==> src/rtl/reset_sequencer.sv <==
// reset_sequencer: synchronizes/debounces the reset button, waits for PLL lock, stretches and drives sys_reset.
// Define RESET_SEQ_SOFT_RESET_EN to make soft_reset_req functional (reset_cause 10 becomes reachable).
module reset_sequencer #(
    parameter int SYNC_STAGES     = 2,
    parameter int DEBOUNCE_CYCLES = 1000,
    parameter int STRETCH_CYCLES  = 16
) (
    input  logic       clock,
    input  logic       reset,
    input  logic       ext_reset_req,
    input  logic       pll_locked,
    input  logic       soft_reset_req,
    output logic       sys_reset,
    output logic [1:0] reset_cause,
    output logic [1:0] seq_state
);
    localparam int DW = $clog2(DEBOUNCE_CYCLES + 1);
    localparam int SW = $clog2(STRETCH_CYCLES + 1);

    typedef enum logic [1:0] {
        ASSERT    = 2'b00,
        WAIT_LOCK = 2'b01,
        STRETCH   = 2'b10,
        RUN       = 2'b11
    } state_t;

    state_t                 state, state_next;
    logic [SYNC_STAGES-1:0] ext_ff, pll_ff;
    logic [DW-1:0]          db_cnt;
    logic [SW-1:0]          stretch_cnt, stretch_next;
    logic [1:0]             cause_next;
    logic                   ext_sync, pll_sync, ext_db;
    logic                   soft_pend, soft_hit;

    assign ext_sync  = ext_ff[SYNC_STAGES-1];
    assign pll_sync  = pll_ff[SYNC_STAGES-1];
    assign ext_db    = db_cnt == DW'(DEBOUNCE_CYCLES);
    assign seq_state = state;

    always_ff @(posedge clock) begin
        if (reset) begin
            ext_ff <= '0;
            pll_ff <= '0;
            db_cnt <= '0;
        end else begin
            ext_ff <= {ext_ff[SYNC_STAGES-2:0], ext_reset_req};
            pll_ff <= {pll_ff[SYNC_STAGES-2:0], pll_locked};
            if (!ext_sync)
                db_cnt <= '0;
            else if (!ext_db)
                db_cnt <= db_cnt + 1'b1;
        end
    end

`ifdef RESET_SEQ_SOFT_RESET_EN
    // Pending holds ASSERT for one extra cycle after a software reset.
    assign soft_hit = soft_reset_req;
    always_ff @(posedge clock) begin
        if (reset)
            soft_pend <= 1'b0;
        else
            soft_pend <= (state == RUN) && soft_reset_req;
    end
`else
    logic unused_soft;
    assign unused_soft = soft_reset_req;
    assign soft_hit    = 1'b0;
    assign soft_pend   = 1'b0;
`endif

    always_comb begin
        state_next   = state;
        stretch_next = stretch_cnt;
        cause_next   = reset_cause;
        case (state)
            ASSERT: begin
                if (!ext_db && !soft_pend)
                    state_next = WAIT_LOCK;
            end
            WAIT_LOCK: begin
                if (ext_db) begin
                    state_next = ASSERT;
                end else if (pll_sync) begin
                    state_next   = STRETCH;
                    stretch_next = '0;
                end
            end
            STRETCH: begin
                if (ext_db) begin
                    state_next   = ASSERT;
                    stretch_next = '0;
                end else if (!pll_sync) begin
                    state_next   = WAIT_LOCK;
                    stretch_next = '0;
                end else if (stretch_cnt == SW'(STRETCH_CYCLES - 1)) begin
                    state_next   = RUN;
                    stretch_next = '0;
                end else begin
                    stretch_next = stretch_cnt + 1'b1;
                end
            end
            RUN: begin
                if (ext_db) begin
                    state_next = ASSERT;
                    cause_next = 2'b01;
                end else if (!pll_sync) begin
                    state_next = ASSERT;
                    cause_next = 2'b11;
                end else if (soft_hit) begin
                    state_next = ASSERT;
                    cause_next = 2'b10;
                end
            end
            default: state_next = ASSERT;
        endcase
    end

    // sys_reset is registered from the next state so it moves on the same edge as RUN entry/exit.
    always_ff @(posedge clock) begin
        if (reset) begin
            state       <= ASSERT;
            stretch_cnt <= '0;
            reset_cause <= 2'b00;
            sys_reset   <= 1'b1;
        end else begin
            state       <= state_next;
            stretch_cnt <= stretch_next;
            reset_cause <= cause_next;
            sys_reset   <= state_next != RUN;
        end
    end
endmodule

==> config.mk <==
export PLATFORM = sky130hd
export DESIGN_NAME = reset_sequencer
export DESIGN_NICKNAME = d
export VERILOG_FILES = /design/src/rtl/reset_sequencer.sv
export SDC_FILE = /design/constraint.sdc
export NUM_CORES = 1
export LEC_CHECK = 0
export BUFFER_PORTS_ARGS = -buffer_cell sky130_fd_sc_hd__buf_4
export CORE_MARGIN = 1.5
export CORE_UTILIZATION = 53
export CTS_BUF_LIST = sky130_fd_sc_hd__clkbuf_8
export DETAILED_ROUTE_END_ITERATION = 16
export PLACE_DENSITY = 0.76
export SETUP_SLACK_MARGIN = 0.5
export SLEW_MARGIN = 20
export SYNTH_ARGS = -nofsm -noshare
export SYNTH_HDL_FRONTEND = slang
export SYNTH_SLANG_ARGS = --single-unit
export TNS_END_PERCENT = 5
==> constraint.sdc <==
create_clock -name clock -period 1.5 [get_ports clock]
set_input_delay 0.15 -clock clock [delete_from_list [all_inputs] [get_ports clock]]
set_output_delay 0.15 -clock clock [all_outputs]
set_load 0.005 [all_outputs]
==> results.sh, run 1 <==
export IMPL_status="finished, violations left"
export IMPL_violations="negative setup slack"
export IMPL_async_reset_ff_share_pct=0
export IMPL_grt_overflow=0
export IMPL_cts_hold_buf=0
export IMPL_synthesis_nets=119
export IMPL_synth_seq_cells=24
export IMPL_num_vias=954
export IMPL_row_count=15
export IMPL_clockBufferDepth=2
export IMPL_port_buffers=8
export IMPL_grt_use_total_pct=26.6
export IMPL_r2r_cells=5
export IMPL_synth_area_leaders="dfxtp_1 47%, nor2_1 4.8%, nand3_1 4.4%"
export IMPL_htreeDepth=1
export IMPL_fin_util_pct=83.2
export IMPL_finalMaxSlewViolations=0
export IMPL_crit_path_cell_trace="nor4bb_4, buf_4, a31o_4, or4_4, o22ai_2"
export IMPL_crit_family="simple AND/OR/NAND/NOR gates"
export IMPL_design_area_um2=1470
export IMPL_cp_max_fo=3
export IMPL_leakage_nw=0.564
export IMPL_gp_congestion=0.895
export IMPL_critPathBufInv=1
export IMPL_die_y_um=46.7
export IMPL_ys_types=31
export IMPL_startpoint_type="flop"
export IMPL_fin_crit_sh_pct=102
export IMPL_synth_seq_area_share_pct=47.4
export IMPL_power_density_nw_per_um2=754
export IMPL_max_freq_ghz=0.653
export IMPL_avgSynthCellArea_um2=9.13
export IMPL_synth_edf_count=0
export IMPL_first_pass_iters=4
export IMPL_startpoint="db_cnt[9]$_SDFFE_PP0N_"
export IMPL_numCtsBuffers=3
export IMPL_clkSlewWorstSetupHoldPaths_ns=0.09
export IMPL_grt_pass1_wl_um=4000
export IMPL_tightest_slew_ns=0.381
export IMPL_clock_sinks=24
export IMPL_start_util_pct=57.4
export IMPL_final_setup_viol_count=2
export IMPL_synth_compound_area_share_pct=13.0
export IMPL_drtIter0Drc=31
export IMPL_synth_common_cells="24 x dfxtp_1, 13 x nor2_1, 9 x nand3_1"
export IMPL_crit_arrival_ns=1.73
export IMPL_yosys_area_top_type="dfxtp_1"
export IMPL_multi_input_area_um2=676
export IMPL_whs_ns=0.0914
export IMPL_dp_cells=159
export IMPL_clk_latency_ns=0.27
export IMPL_worst_setup_path_end_kind="flop"
export IMPL_reg2reg_from="db_cnt[9]$_SDFFE_PP0N_"
export IMPL_first_global_vias=869
export IMPL_cts_root_buf="clkbuf_8"
export IMPL_place_hpwl_um=1500
export IMPL_cp_depth=5
export IMPL_syn_to_final_growth_pct=44.8
export IMPL_r2r_slack_ns=-0.03
export IMPL_cts_tree="yes"
export IMPL_rsz0062_at_grt="yes"
export IMPL_setup_slack_ns=-0.0308
export IMPL_reg2reg_to="stretch_cnt[3]$_SDFFE_PP0P_"
export IMPL_grt_max_degree=13
export IMPL_cpMaxStageDelayCell="or4_4"
export IMPL_fp_dieW_um=46.7
export IMPL_crit_path_end="stretch_cnt[3]$_SDFFE_PP0P_"
export IMPL_fin_crit_ns=1.53
export IMPL_synth_top_cell_area_share_pct=47.4
export IMPL_synth_fa_ha_area_share_pct=3.70
export IMPL_finalNetCount=147
export IMPL_n_fill_cell=115
export IMPL_stdcell_count=162
export IMPL_hold_viol_final=0
export IMPL_drt_vias_per_instance=5.89
export IMPL_die_area_um2=2180
export IMPL_fin_skew_ns=0.00433
export IMPL_layout_drive_gt1_share_pct=46.7
export IMPL_syn_inst=111
export IMPL_synth_simple_gate_area_share_pct=26.3
export IMPL_yosysWarnings=0
export IMPL_critPathKind="flop to flop"
export IMPL_cp_required_ns=1.70
export IMPL_cap_violations=0
export IMPL_max_stage_delay_ns=0.45
export IMPL_slew_headroom_pct=74.6
export IMPL_vdd_drop_max_uv=929
export IMPL_hp_class="input port to flop"
export IMPL_synth_flop_cell="dfxtp_1"
export IMPL_synth_xor_area_share_pct=6.05
export IMPL_coreArea_um2=1760
export IMPL_muxShareOfSynthArea_pct=0.988
export IMPL_synth_top_family_by_area="simple AND/OR/NAND/NOR gates"
export IMPL_yosysMostFrequentCell="dfxtp_1"
export IMPL_seqCellArea_um2=490
export IMPL_ios=10
export IMPL_drc=0
export IMPL_wire_per_inst_um=17.3
export IMPL_place_area_um2=1230
export IMPL_antenna_found_initial=0
export IMPL_antennaDiodeCount=0
export IMPL_wirelength_um=2800
export IMPL_syn_area_um2=1010
export IMPL_antenna_left=0
-- kinds of logic (layout without fill, tap and decap cells) --
| logic type | after synthesis | after routing |
|---|---|---|
| adders and majority gates | 3 | 3 |
| muxes | 1 | 1 |
| and+or+nand+nor | 50 | 50 |
| DFF | 24 | 24 |
| AOI/OAI and AO/OA | 19 | 19 |
| buffers and inverters | 7 | 33 |
| xor gates and xnor gates | 7 | 7 |
-- layout by cell type, fill, tap and decap left out, drive strengths merged, types with 3 or more instances in the layout --
master  instances
a21oi           4
nand3           9
nor2           13
nor2b           4
xor2            3
nand2           8
nor3            3
dfxtp          24
ha              3
buf            25
o21ai           5
inv             4
clkbuf          3
xnor2           4
nand2b          3
-- worst register-to-register path, cell delays in order (launching register included) --
cell	delay (ns)
dfxtp_2	0.33
nor4bb_4	0.16
buf_4	0.14
a31o_4	0.22
or4_4	0.45
o22ai_2	0.17
-- layout make-up --
cell class	instances	area share, %
clock buffers	3	2.81
flip-flops and latches	24	33.4
multi-input cells	80	46.0
inverters	5	1.28
well taps	25	2.13
repair buffers	25	14.3
-- worst min path at each step --
stage               depth (start not counted)  slack, ns     startpoint                    to
detailed placement                          2       0.37     pll_locked  pll_ff[0]$_SDFF_PP0_
global route                                2        0.1     pll_locked  pll_ff[0]$_SDFF_PP0_
floorplan                                   1       0.28  ext_reset_req  ext_ff[0]$_SDFF_PP0_
finish                                      2       0.09     pll_locked  pll_ff[0]$_SDFF_PP0_
CTS                                         2        0.1     pll_locked  pll_ff[0]$_SDFF_PP0_
global placement                            2       0.37  ext_reset_req  ext_ff[0]$_SDFF_PP0_
-- power by group --
part | internal (mW) | switching (mW)
Clock | 0.180 | 0.211
Combinational | 0.0280 | 0.0341
Sequential | 0.646 | 0.00690
Total | 0.854 | 0.252
-- stage by stage --
step                      TNS, ns  setup slack (ns)  power [mW]
final                     -0.0565           -0.0308        1.11
after global placement    -0.0457           -0.0232       0.714
after detailed placement  -0.0928           -0.0520       0.716
after floorplan           -0.0719           -0.0352       0.693
after global routing       -0.221           -0.0704        1.12
after CTS                 -0.0133           -0.0133        1.09
-- flip-flops by register name, indices dropped and copies added (netlist names) --
register and cells:
db_cnt 10, stretch_cnt 5, ext_ff 2, pll_ff 2, reset_cause 2, seq_state 2
sys_reset 1
-- per-layer routing --
| layer | global-route usage [%] | up-vias | part of all wire [%] | routed length (um) |
|---|---|---|---|---|
| met4 | 11.7 | 0 | 2.8 | 79 |
| li1 | - | 446 | - | - |
| met2 | 43.1 | 35 | 50 | 1400 |
| met5 | 0 | - | 0 | 0 |
| met1 | 36.0 | 464 | 43 | 1210 |
| met3 | 3.46 | 9 | 4.0 | 111 |
-- timing repair --
item,CTS,global route
endpoints found under the setup margin,21,20
gates cloned,0,0
buffers inserted,0,0
pin swaps,19,13
endpoints found under the hold margin,0,0
resized for setup,29,16
Power figures use the tool's default switching activity.
==> inputs of run 2 (changes only) <==
--- a/config.mk
+++ b/config.mk
@@ -5,12 +5,13 @@
 export SDC_FILE = /design/constraint.sdc
 export NUM_CORES = 1
 export LEC_CHECK = 0
+export ABC_AREA = 1
 export BUFFER_PORTS_ARGS = -buffer_cell sky130_fd_sc_hd__buf_4
-export CORE_MARGIN = 1.5
-export CORE_UTILIZATION = 53
+export CORE_MARGIN = 2
+export CORE_UTILIZATION = 54
 export CTS_BUF_LIST = sky130_fd_sc_hd__clkbuf_8
 export DETAILED_ROUTE_END_ITERATION = 16
-export PLACE_DENSITY = 0.76
+export PLACE_DENSITY = 0.86
 export SETUP_SLACK_MARGIN = 0.5
 export SLEW_MARGIN = 20
 export SYNTH_ARGS = -nofsm -noshare
==> run 2 against run 1 <==
The flow now finishes without violations. Synthesized cell count grew 22%. Sequential cell count is the same. First-iteration DRC count shrank 48%. Critical path depth grew 2. Largest power group unchanged.
==> results.sh, run 2 <==
export IMPL_gp_congestion=0.796
export IMPL_cts_root_buf="clkbuf_8"
export IMPL_synth_flop_cell="dfxtp_1"
export IMPL_p_switching_mw=0.215
export IMPL_whs_ns=0.0922
export IMPL_die_area_um2=2350
export IMPL_antenna_left=0
export IMPL_first_global_vias=819
export IMPL_reg2reg_from="db_cnt[0]$_SDFFE_PP0N_"
export IMPL_power_density_nw_per_um2=798
export IMPL_numCtsBuffers=3
export IMPL_syn_inst=135
export IMPL_grt_overflow=0
export IMPL_fin_crit_sh_pct=90.0
export IMPL_synth_seq_area_share_pct=45.0
export IMPL_grt_pass1_wl_um=3220
export IMPL_syn_to_final_growth_pct=24.7
export IMPL_start_util_pct=56.1
export IMPL_final_setup_viol_count=0
export IMPL_fp_dieW_um=48.5
export IMPL_status="finished clean"
export IMPL_row_count=16
export IMPL_yosysWarnings=0
export IMPL_hp_class="input port to flop"
export IMPL_drtIter0Drc=16
export IMPL_leakage_nw=0.559
export IMPL_drt_vias_per_instance=4.99
export IMPL_synth_top_cell_area_share_pct=45.0
export IMPL_ys_types=27
export IMPL_place_hpwl_um=1260
export IMPL_grt_use_total_pct=17.3
export IMPL_stdcell_count=181
export IMPL_synth_seq_cells=24
export IMPL_fin_util_pct=70.0
export IMPL_fin_crit_ns=1.35
export IMPL_num_vias=903
export IMPL_syn_area_um2=1070
export IMPL_cap_violations=0
export IMPL_finalSetupTns_ns=0
export IMPL_avgSynthCellArea_um2=7.91
export IMPL_power_share_sequential_pct=61.3
export IMPL_slew_headroom_pct=82.7
export IMPL_cp_required_ns=1.69
export IMPL_power_frac_comb_pct=5.1
export IMPL_layout_common_cells="22 x nand2_1, 22 x dfxtp_1, 20 x inv_1"
export IMPL_startpoint_type="flop"
export IMPL_finalMaxSlewViolations=0
export IMPL_vdd_drop_max_uv=544
export IMPL_switching_share_pct=20.2
export IMPL_async_reset_ff_share_pct=0
export IMPL_synth_common_cells="24 x dfxtp_1, 24 x nand2_1, 22 x inv_1"
export IMPL_clkSlewWorstSetupHoldPaths_ns=0.08
export IMPL_clockPowerShare_pct=33.6
export IMPL_synth_area_leaders="dfxtp_1 45%, nand2_1 8.4%, inv_1 7.7%"
export IMPL_fin_skew_ns=0.00696
export IMPL_crit_arrival_ns=1.54
export IMPL_hold_depth=3
export IMPL_port_buffers=8
export IMPL_largest_register_ffs=10
export IMPL_regMostFlops="db_cnt"
export IMPL_clk_latency_ns=0.26
export IMPL_cts_tree="yes"
export IMPL_r2r_cells=7
export IMPL_clockBufferDepth=2
export IMPL_rsz0062_at_grt="yes"
export IMPL_hold_viol_final=0
export IMPL_p_int_mw=0.848
export IMPL_wirelength_um=1890
export IMPL_r2r_slack_ns=0.15
export IMPL_synth_edf_count=0
export IMPL_layout_drive_gt1_share_pct=27.9
export IMPL_clock_sinks=24
export IMPL_antennaDiodeCount=0
export IMPL_drc=0
export IMPL_reg2reg_to="db_cnt[9]$_SDFFE_PP0N_"
export IMPL_dp_cells=170
export IMPL_cts_hold_buf=0
export IMPL_antenna_found_initial=0
export IMPL_ios=10
export IMPL_wire_per_inst_um=10.4
export IMPL_synthesis_nets=143
export IMPL_hold_path_startpoint="pll_locked"
export IMPL_die_y_um=48.5
export IMPL_finalNetCount=164
export IMPL_worst_setup_path_end_kind="flop"
export IMPL_first_pass_iters=4
export IMPL_critPathKind="flop to flop"
export IMPL_coreArea_um2=1900
export IMPL_htreeDepth=1
export IMPL_grt_max_degree=13
export IMPL_top_regs="db_cnt (10), stretch_cnt (5)"
export IMPL_max_freq_ghz=0.741
export IMPL_yosys_area_top_type="dfxtp_1"
export IMPL_hold_end="pll_ff[0]$_SDFF_PP0_"
export IMPL_tightest_slew_ns=0.259
export IMPL_cp_max_fo=3
==> run 2: cell types whose count changed in the layout (fill, tap and decap cells not counted), sizes merged, moves of 4 or more <==
cell,previous run,this run
a21oi,4,13
buf,25,16
nor2b,4,0
nor2,13,18
inv,4,23
nand2,8,28
==> run 2: cell type report <==
class / instances / area, um^2
multi-input cells: 88 / 557
fillers: 151 / 571
inverters: 23 / 86.3
clock buffers: 3 / 41.3
well taps: 27 / 33.8
repair buffers: 16 / 128
flip-flops and latches: 24 / 485
==> run 2: cells by family after synthesis <==
group | synth area share [%]
buf+inv | 8.09
flops | 45.0
simple gates | 27.8
xor+xnor | 1.64
fa+ha+maj | 3.52
compound gates | 14.0
==> run 2: worst max-delay path by stage <==
stage	cells after the start	from	to
2_1_floorplan	10	db_cnt[0]$_SDFFE_PP0N_	stretch_cnt[3]$_SDFFE_PP0P_
3_3_place_gp	5	db_cnt[1]$_SDFFE_PP0N_	db_cnt[8]$_SDFFE_PP0N_
3_5_place_dp	10	db_cnt[1]$_SDFFE_PP0N_	stretch_cnt[4]$_SDFFE_PP0P_
4_1_cts	7	db_cnt[0]$_SDFFE_PP0N_	db_cnt[9]$_SDFFE_PP0N_
5_1_grt	7	db_cnt[0]$_SDFFE_PP0N_	db_cnt[9]$_SDFFE_PP0N_
6_report	7	db_cnt[0]$_SDFFE_PP0N_	db_cnt[9]$_SDFFE_PP0N_
==> run 2: power by group through the flow <==
| stage | sequential, mW | combinational, mW | clock [mW] |
|---|---|---|---|
| after global placement | 0.667 | 0.0445 | 0 |
| after CTS | 0.651 | 0.0529 | 0.374 |
| after floorplan | 0.667 | 0.0268 | 0 |
| final | 0.651 | 0.0541 | 0.357 |
| after global routing | 0.652 | 0.0605 | 0.399 |
| after detailed placement | 0.668 | 0.0461 | 0 |
==> run 2: critical path, stage by stage, from the launching register on <==
cell and delay, ns:
dfxtp_4 0.36, buf_6 0.10, buf_6 0.09, nand3_4 0.07
nor3_4 0.20, nand3_1 0.11, or2_0 0.23, a21oi_1 0.13
==> run 2: routing by layer <==
layer	track usage, %	wire [um]	vias to the layer above
li1	-	-	466
met4	10.5	40	0
met2	28.9	939	12
met1	21.6	863	421
met5	0	0	-
met3	1.85	41	4
==> run 2: through the flow <==
stage,area [um^2],power [mW],setup slack (ns)
after floorplan,1070,0.694,0.269
after global placement,1160,0.712,0.162
after detailed placement,1160,0.714,0.108
after CTS,1300,1.08,0.172
after global routing,1330,1.11,0.0547
final,1330,1.06,0.150
==> run 2: what timing repair did <==
| item | in CTS | in global routing |
|---|---|---|
| buffers inserted | 6 | 2 |
| gates resized for setup | 15 | 3 |
| pin swaps | 7 | 5 |
| setup endpoints to repair | 19 | 20 |
==> inputs of run 3 (changes only) <==
--- a/config.mk
+++ b/config.mk
@@ -12,7 +12,6 @@
 export CTS_BUF_LIST = sky130_fd_sc_hd__clkbuf_8
 export DETAILED_ROUTE_END_ITERATION = 16
 export PLACE_DENSITY = 0.86
-export SETUP_SLACK_MARGIN = 0.5
 export SLEW_MARGIN = 20
 export SYNTH_ARGS = -nofsm -noshare
 export SYNTH_HDL_FRONTEND = slang
==> run 3 against run 2 <==
Clock power is 20% higher. Clock skew decreased by 0.0020 ns. Core utilization decreased by 4.7 points. Non-clock buffer count down 7. Hold slack lost 0.0031 ns. Sequential power barely moved. Critical path depth increased by 1. Fmax fell by 2.4%. Via count fell by 5.9%. Count of clock-buffer cells in the layout is 1 higher. Total power rose by 6.5%.
==> results.sh, run 3 (synthesized netlist as in run 2, its figures left out) <==
export IMPL_cts_root_buf="clkbuf_8"
export IMPL_top_regs="db_cnt (10), stretch_cnt (5)"
export IMPL_syn_to_final_growth_pct=16.4
export IMPL_clkSlewWorstSetupHoldPaths_ns=0.08
export IMPL_row_count=16
export IMPL_grt_max_degree=14
export IMPL_fin_skew_ns=0.00493
export IMPL_layout_common_cells="24 x nand2_1, 23 x dfxtp_1, 22 x inv_1"
export IMPL_ios=10
export IMPL_grt_use_total_pct=18.1
export IMPL_num_vias=850
export IMPL_status="finished clean"
export IMPL_grt_pass1_wl_um=3330
export IMPL_first_pass_iters=4
export IMPL_finalNetCount=157
export IMPL_clockBufferDepth=2
export IMPL_gp_congestion=0.824
export IMPL_crit_top_cell="nand2_1"
export IMPL_startpoint_type="flop"
export IMPL_critPathKind="flop to flop"
export IMPL_layout_drive_gt1_share_pct=20.3
export IMPL_antenna_left=0
export IMPL_fin_util_pct=65.3
export IMPL_dp_cells=171
export IMPL_numCtsBuffers=3
export IMPL_final_setup_viol_count=0
export IMPL_fp_dieW_um=48.5
export IMPL_met3_usage_pct=4.94
export IMPL_regMostFlops="db_cnt"
export IMPL_met1_usage_pct=23.5
export IMPL_clock_sinks=24
export IMPL_port_buffers=8
export IMPL_grt_overflow=0
export IMPL_cpMaxStageDelayCell="dfxtp_1"
export IMPL_vdd_drop_max_uv=659
export IMPL_critPathBufInv=2
export IMPL_leakage_nw=0.525
export IMPL_clk_latency_ns=0.26
export IMPL_antennaDiodeCount=0
export IMPL_grt_most_used_layer="met2"
export IMPL_hp_class="input port to flop"
export IMPL_stdcell_count=175
export IMPL_pre_cts_ws_ns=-0.0282
export IMPL_setup_slack_ns=0.117
export IMPL_tightest_slew_ns=0.336
export IMPL_cts_setup_buffers=0
export IMPL_largest_register_ffs=10
export IMPL_worst_setup_path_end_kind="flop"
export IMPL_fin_crit_ns=1.38
export IMPL_wire_per_inst_um=11.1
export IMPL_crit_family="flip-flops"
export IMPL_drtIter0Drc=24
export IMPL_wirelength_um=1940
export IMPL_crit_arrival_ns=1.55
export IMPL_die_y_um=48.5
export IMPL_finalMaxSlewViolations=0
export IMPL_slew_headroom_pct=77.3
export IMPL_max_stage_delay_ns=0.42
export IMPL_cp_required_ns=1.66
export IMPL_cts_tree="yes"
export IMPL_cap_violations=0
export IMPL_htreeDepth=1
export IMPL_finalSetupTns_ns=0
export IMPL_cp_max_fo=5
export IMPL_first_global_vias=789
export IMPL_drt_vias_per_instance=4.86
export IMPL_final_common_cell="nand2_1"
export IMPL_fin_crit_sh_pct=92.2
export IMPL_coreArea_um2=1900
export IMPL_rsz0062_at_grt="yes"
export IMPL_antenna_found_initial=0
export IMPL_max_freq_ghz=0.723
export IMPL_die_area_um2=2350
export IMPL_power_density_nw_per_um2=911
export IMPL_p_total_mw=1.13
export IMPL_crit_path_cell_trace="inv_1, nand2_1, nand2_1, inv_1, nand2_1, o21ai_0, o21ai_0, and3_1"
export IMPL_start_util_pct=56.1
export IMPL_place_hpwl_um=1310
export IMPL_hold_viol_final=0
export IMPL_drc=0
export IMPL_grt_util_met2_pct=28.5
[run 3: report_power, final]
group	internal, mW	leakage (nW)	switching, mW	total, mW
Sequential	0.646	0.195	0.00800	0.654
Combinational	0.0199	0.301	0.0284	0.0482
Clock	0.234	0.0288	0.196	0.430
[run 3: repair_timing]
action	4_1_cts	5_1_grt
pin swaps	0	0
setup endpoints to repair	2	10
hold buffers	0	0
resized for setup	1	4
[run 3: final cells by class]
class	instances	area (um^2)
fill	155	659
timing repair buffer	9	67.6
sequential	24	482
tap	27	33.8
multi-input combinational	88	518
clock buffer	4	55.1
inverter	23	86.3
[run 3: path summary, 6_finish.rpt]
check                                             start                 endpoint  slack (ns)  depth (start not counted)
worst min-delay path                      ext_reset_req     ext_ff[0]$_SDFF_PP0_        0.09                          3
worst min register to register     pll_ff[0]$_SDFF_PP0_     pll_ff[1]$_SDFF_PP0_        0.41                          2
worst max-delay path            seq_state[0]$_SDFF_PP0_  seq_state[0]$_SDFF_PP0_        0.12                          8
worst max register to register  seq_state[0]$_SDFF_PP0_  seq_state[0]$_SDFF_PP0_        0.12                          8
[run 3: per-layer routing]
metal | vias to the layer above | part of all wire (%)
met4 | 0 | 1.6
li1 | 456 | -
met5 | - | 0
met2 | 15 | 49
met1 | 375 | 46
met3 | 4 | 3.1
[run 3: worst register-to-register path, delay by kind of cell, from the launching register on]
kind | cells | cell delay, ns
AOI/OAI and AO/OA | 2 | 0.28
buffers and inverters | 2 | 0.18
DFF | 1 | 0.42
and+or+nand+nor | 4 | 0.41
[run 3: through the flow]
stage	instance area, um^2	hold WS (ns)
final	1240	0.0891
after global routing	1240	0.0864
after CTS	1230	0.0866
after detailed placement	1170	0.361
after global placement	1170	0.351
after floorplan	1070	0.212
